<file path="src/rtl/writeback_queue_pkg.sv">
// Shared CPU constants for the write-back path: default register widths and the r0 index.
package writeback_queue_pkg;

    localparam int unsigned DATA_W_DEFAULT = 32;
    localparam int unsigned ADDR_W_DEFAULT = 5;
    localparam int unsigned R0_IDX         = 0;

endpackage

</file>
<file path="src/rtl/wbq_fwd_match.sv">
// Per-read-port lookup: newest occupied entry whose destination matches the read index.
module wbq_fwd_match
    import writeback_queue_pkg::*;
#(
    parameter int unsigned DATA_W = DATA_W_DEFAULT,
    parameter int unsigned ADDR_W = ADDR_W_DEFAULT,
    parameter int unsigned DEPTH  = 4,
    parameter int unsigned PTR_W  = $clog2(DEPTH)
) (
    input  logic [DEPTH-1:0][ADDR_W-1:0] rd_i,
    input  logic [DEPTH-1:0][DATA_W-1:0] data_i,
    input  logic [DEPTH-1:0]             valid_i,
    input  logic [PTR_W-1:0]             head_i,
    input  logic [ADDR_W-1:0]            addr_i,
    output logic                         hit_o,
    output logic [DATA_W-1:0]            data_o
);

    logic [PTR_W-1:0] idx;

    // Walk from oldest (head) to youngest so later matches override earlier ones.
    always_comb begin
        hit_o  = 1'b0;
        data_o = '0;
        idx    = '0;
        for (int k = 0; k < DEPTH; k++) begin
            idx = head_i + PTR_W'(k);
            if (valid_i[idx] && (rd_i[idx] == addr_i) && (addr_i != ADDR_W'(R0_IDX))) begin
                hit_o  = 1'b1;
                data_o = data_i[idx];
            end
        end
    end

endmodule

</file>
<file path="src/rtl/writeback_queue.sv">
// In-order write-back queue draining one result per cycle into the register file,
// with two forwarding lookups for the operand latches.
module writeback_queue
    import writeback_queue_pkg::*;
#(
    parameter int unsigned DATA_W = DATA_W_DEFAULT,
    parameter int unsigned ADDR_W = ADDR_W_DEFAULT,
    parameter int unsigned DEPTH  = 4
) (
    input  logic                       clk_i,
    input  logic                       reset_i,
    input  logic                       in_valid_i,
    output logic                       in_ready_o,
    input  logic [ADDR_W-1:0]          in_rd_i,
    input  logic [DATA_W-1:0]          in_data_i,
    input  logic                       hold_i,
    output logic                       rf_we_o,
    output logic [ADDR_W-1:0]          rf_waddr_o,
    output logic [DATA_W-1:0]          rf_wdata_o,
    input  logic [ADDR_W-1:0]          fwd_addr_a_i,
    input  logic [ADDR_W-1:0]          fwd_addr_b_i,
    output logic                       fwd_hit_a_o,
    output logic                       fwd_hit_b_o,
    output logic [DATA_W-1:0]          fwd_data_a_o,
    output logic [DATA_W-1:0]          fwd_data_b_o,
    output logic [$clog2(DEPTH):0]     count_o,
    output logic                       empty_o
);

    localparam int unsigned PTR_W = $clog2(DEPTH);
    localparam int unsigned CNT_W = PTR_W + 1;

    logic [DEPTH-1:0][ADDR_W-1:0] rd_q;
    logic [DEPTH-1:0][DATA_W-1:0] data_q;
    logic [PTR_W-1:0]             head_q, head_d;
    logic [PTR_W-1:0]             tail_q, tail_d;
    logic [CNT_W-1:0]             count_q, count_d;
    logic [DEPTH-1:0]             valid_mask;
    logic [PTR_W-1:0]             offset;
    logic                         full, accept, push, drain;

    assign full   = (count_q == CNT_W'(DEPTH));
    assign accept = in_valid_i && !full;
    // r0 writes complete the handshake but never occupy a slot.
    assign push   = accept && (in_rd_i != ADDR_W'(R0_IDX));
    assign drain  = (count_q != '0) && !hold_i;

    always_comb begin
        head_d  = head_q;
        tail_d  = tail_q;
        count_d = count_q;
        if (push) begin
            tail_d = tail_q + PTR_W'(1);
        end
        if (drain) begin
            head_d = head_q + PTR_W'(1);
        end
        if (push && !drain) begin
            count_d = count_q + CNT_W'(1);
        end else if (drain && !push) begin
            count_d = count_q - CNT_W'(1);
        end
    end

    always_ff @(posedge clk_i or posedge reset_i) begin
        if (reset_i) begin
            head_q  <= '0;
            tail_q  <= '0;
            count_q <= '0;
            rd_q    <= '0;
            data_q  <= '0;
        end else begin
            head_q  <= head_d;
            tail_q  <= tail_d;
            count_q <= count_d;
            if (push) begin
                rd_q[tail_q]   <= in_rd_i;
                data_q[tail_q] <= in_data_i;
            end
        end
    end

    // A slot is occupied when its distance from head is below the occupancy.
    always_comb begin
        valid_mask = '0;
        offset     = '0;
        for (int i = 0; i < DEPTH; i++) begin
            offset        = PTR_W'(i) - head_q;
            valid_mask[i] = ({1'b0, offset} < count_q);
        end
    end

    assign in_ready_o = !full;
    assign rf_we_o    = drain;
    assign rf_waddr_o = rd_q[head_q];
    assign rf_wdata_o = data_q[head_q];
    assign count_o    = count_q;
    assign empty_o    = (count_q == '0);

    wbq_fwd_match #(
        .DATA_W (DATA_W),
        .ADDR_W (ADDR_W),
        .DEPTH  (DEPTH),
        .PTR_W  (PTR_W)
    ) u_fwd_a (
        .rd_i    (rd_q),
        .data_i  (data_q),
        .valid_i (valid_mask),
        .head_i  (head_q),
        .addr_i  (fwd_addr_a_i),
        .hit_o   (fwd_hit_a_o),
        .data_o  (fwd_data_a_o)
    );

    wbq_fwd_match #(
        .DATA_W (DATA_W),
        .ADDR_W (ADDR_W),
        .DEPTH  (DEPTH),
        .PTR_W  (PTR_W)
    ) u_fwd_b (
        .rd_i    (rd_q),
        .data_i  (data_q),
        .valid_i (valid_mask),
        .head_i  (head_q),
        .addr_i  (fwd_addr_b_i),
        .hit_o   (fwd_hit_b_o),
        .data_o  (fwd_data_b_o)
    );

endmodule

</file>
<file path="config.mk">
export PLATFORM = sky130hd
export DESIGN_NAME = writeback_queue
export DESIGN_NICKNAME = d
export VERILOG_FILES = /design/src/rtl/writeback_queue_pkg.sv /design/src/rtl/wbq_fwd_match.sv /design/src/rtl/writeback_queue.sv
export SDC_FILE = /design/constraint.sdc
export NUM_CORES = 1
export LEC_CHECK = 0
export ABC_AREA = 1
export ABC_CLOCK_PERIOD_IN_PS = 15000
export CORE_UTILIZATION = 50
export DETAILED_ROUTE_END_ITERATION = 10
export PLACE_DENSITY_LB_ADDON = 0.1
export SETUP_SLACK_MARGIN = 0.2
export SLEW_MARGIN = 20
export SYNTH_ARGS = -nofsm -noshare
export SYNTH_HDL_FRONTEND = slang
export SYNTH_SLANG_ARGS = --single-unit
export TNS_END_PERCENT = 1
</file>
<file path="constraint.sdc">
create_clock -name clk_i -period 15 [get_ports clk_i]
set_input_delay 2.25 -clock clk_i [delete_from_list [all_inputs] [get_ports clk_i]]
set_output_delay 2.25 -clock clk_i [all_outputs]
set_load 0.02 [all_outputs]
</file>
==> run summary <==
Status = complete, no violations
Die width = 167 microns
CP Buf/Inv Count = 3
Post-CTS setup buffer count = 0
Initial DRT Pass Iterations = 8
Synth warn = 0
Ports = 160
Crit share post-route = 56.6%
Core Rows = 59
Min-Delay Endpoint = rd_q[17]
Synth Area per Inst = 5.69 sq um
Initial DRC count = 1,566
Design Area, Final = 15,600 sq um
Worst Path Required = 12.75 ns
Pins Over Slew Limit = 0
FMAX = 118 MHz
Sequential-to-total area share from yosys stat = 28.6%
Post-CTS sizing = 0
Final setup fails = 0
Number of synthesized register bits = 155
Max_slew headroom = 28.5%
Crit-path most repeated cell = nand2_1
Reg area = 3880 sq um
CTS tree = built
Critical path arrival = 6.24 ns
Nets = 2,485
Worst Hold Path Cells = 1
IO Port Bufs = 159
Setup Crit Path Kind = in -> out
Commonest cells after routing, fill and taps aside = nand2_1 (1,005), o21ai_0 (394), inv_1 (303)
Die height = 167 microns
CP top delay family = simple AND/OR/NAND/NOR gates
Total Wirelength = 44.6 mm
Via/cell ratio = 5.53
Cell Area, Placed = 15,100 sq um
GRT Util Overall = 32.5%
Number of synthesized flops with an enable pin = 0
H-Tree Depth = 4
Worst skew pair latency = 0.45 ns
Setup TNS = 0 ns
CP Max Fanout = 33
Clock skew = 0.0174 ns
DRC violations left = 0
Core Box Area = 26,400 sq um
First-pass GRT wire length = 72.4 mm
Die footprint = 27,800 sq um
Antenna fix cells = 0
Final ANT Viol Nets = 0
Initial antenna violation count = 0
Clk sinks = 155
Dpl hpwl = 28.0 mm
Crit. End Element = output port
CP peak stage delay = 0.79 ns
R2r endpoint = head_q[1]
Initial Util = 51.5%
Syn-to-layout area delta = 15.3%
Quantity of hold-fixing buffers added after cts = 0
Vias in the first global route = 14.0k
Reg clk slew, reported paths = 0.07 ns
Hold Slack = 0.540 ns
Fill cells = 2,583
Synth Cell Area = 13,600 sq um
GR Overflow Total = 0
Inserted Clock Buffers = 17
RSZ-0062 raised after global routing = no
Commonest non-fill, non-tap cell in the layout = nand2_1
Post-synth ARST share = 100%
Vias = 15.3k
Max cap viols = 0
Slew @ Worst Pin = 1.07 ns
Final Hold Vio Count = 0
Routed WL per cell = 16.1 microns
Fraction of layout instances using a drive strength above 1 = 3.57%
Critical R2R Launch = head_q[1]
Longest Clk Path Bufs = 2
Hold Path Origin = rd_q[17]
Total nets after synthesis = 2,445
Clock Tree Root = clkbuf_16
Finished Layout Cells = 2,772
Min-Delay Path Class = reg -> reg
Synth unique cells = 30
Gpl congestion = 0.917
Crit-path cells = clkdlybuf4s50_1, inv_1, nand4_1, a21boi_0, nand2_1, nor2_4, nand2_2, nand2_1, nand2_1, nand2_1, nand2_1, nand2_1, clkdlybuf4s50_1
Commonest register cell after synthesis = dfrtp_1
Final min period = 8.49 ns
Mapped Cells = 2,384
FF-to-FF setup slack = 12.10 ns
Multi-input gate area = 7890 sq um
Worst reg2reg path depth = 6
Largest net degree at the start of global routing = 108
Inst Count DP = 2,740
Setup crit start kind = primary input
Slowest CP cell = nor2_4
flip-flops by register name, summed over array words and instances (netlist names):
name and flops:
head_q 2, count_o 3, data_q 128, rd_q 20
tail_q 2
per-stage QoR:
step	util, %	setup WS (ns)
after global routing	59.4	6.32
after detailed placement	57.2	6.65
final	59.4	6.51
after floorplan	-	8.57
after global placement	57.2	6.69
after CTS	59.4	6.60
per-layer routing:
layer | GRT usage (%) | vias up | routed length [microns]
met3 | 4.68 | 110 | 3780
met1 | 43.2 | 6944 | 19400
li1 | - | 7542 | -
met5 | 0 | - | 0
met2 | 53.7 | 728 | 20300
met4 | 11.8 | 0 | 1210
Yosys cell counts, types with 4 or more instances:
cell	n	area (sq um)
ha_1	9	113
buf_6	5	56.3
clkbuf_1	57	214
nand2_1	1005	3770
mux2_2	9	101
buf_1	7	26.3
o21ai_0	394	1970
dfrtp_1	155	3880
nor2_2	9	56.3
inv_2	4	15.0
nand3_1	269	1350
inv_1	304	1140
nand4_1	5	31.3
o21ai_1	17	85.1
nor2_1	20	75.1
buf_2	83	415
nand2_2	4	25.0
xor2_1	9	78.8
worst max path at each step:
stage / startpoint / to / slack [ns] / cells after the start
2_1_floorplan: reset_i / count_o[0] / 8.57 / 1
3_3_place_gp: fwd_addr_b_i[3] / fwd_data_b_o[26] / 6.69 / 13
3_5_place_dp: fwd_addr_b_i[3] / fwd_data_b_o[29] / 6.65 / 13
4_1_cts: fwd_addr_b_i[3] / fwd_data_b_o[29] / 6.60 / 13
5_1_grt: fwd_addr_a_i[3] / fwd_data_a_o[11] / 6.32 / 13
6_report: fwd_addr_b_i[3] / fwd_data_b_o[29] / 6.51 / 13
kinds of logic (layout without fill, tap and decap cells):
kind of cell,Yosys count,in the layout,synth area share (%)
fa+ha+maj,10,10,0.977
flops,155,155,28.6
simple gates,1318,1318,39.5
xor+xnor,10,10,0.646
buf+inv,463,516,13.9
compound gates,419,419,15.6
mux,9,9,0.747
final cells by class:
| class | count | share of cell area [%] |
|---|---|---|
| multi-input combinational | 1766 | 50.5 |
| sequential | 155 | 24.8 |
| timing repair buffer | 176 | 11.0 |
| inverter | 308 | 7.44 |
| clock buffer | 18 | 2.81 |
| tap | 335 | 2.68 |
| clock inverter | 14 | 0.800 |
Power is not shown: default switching activity piles up to over one toggle a cycle in this logic, so the estimate is an artifact.
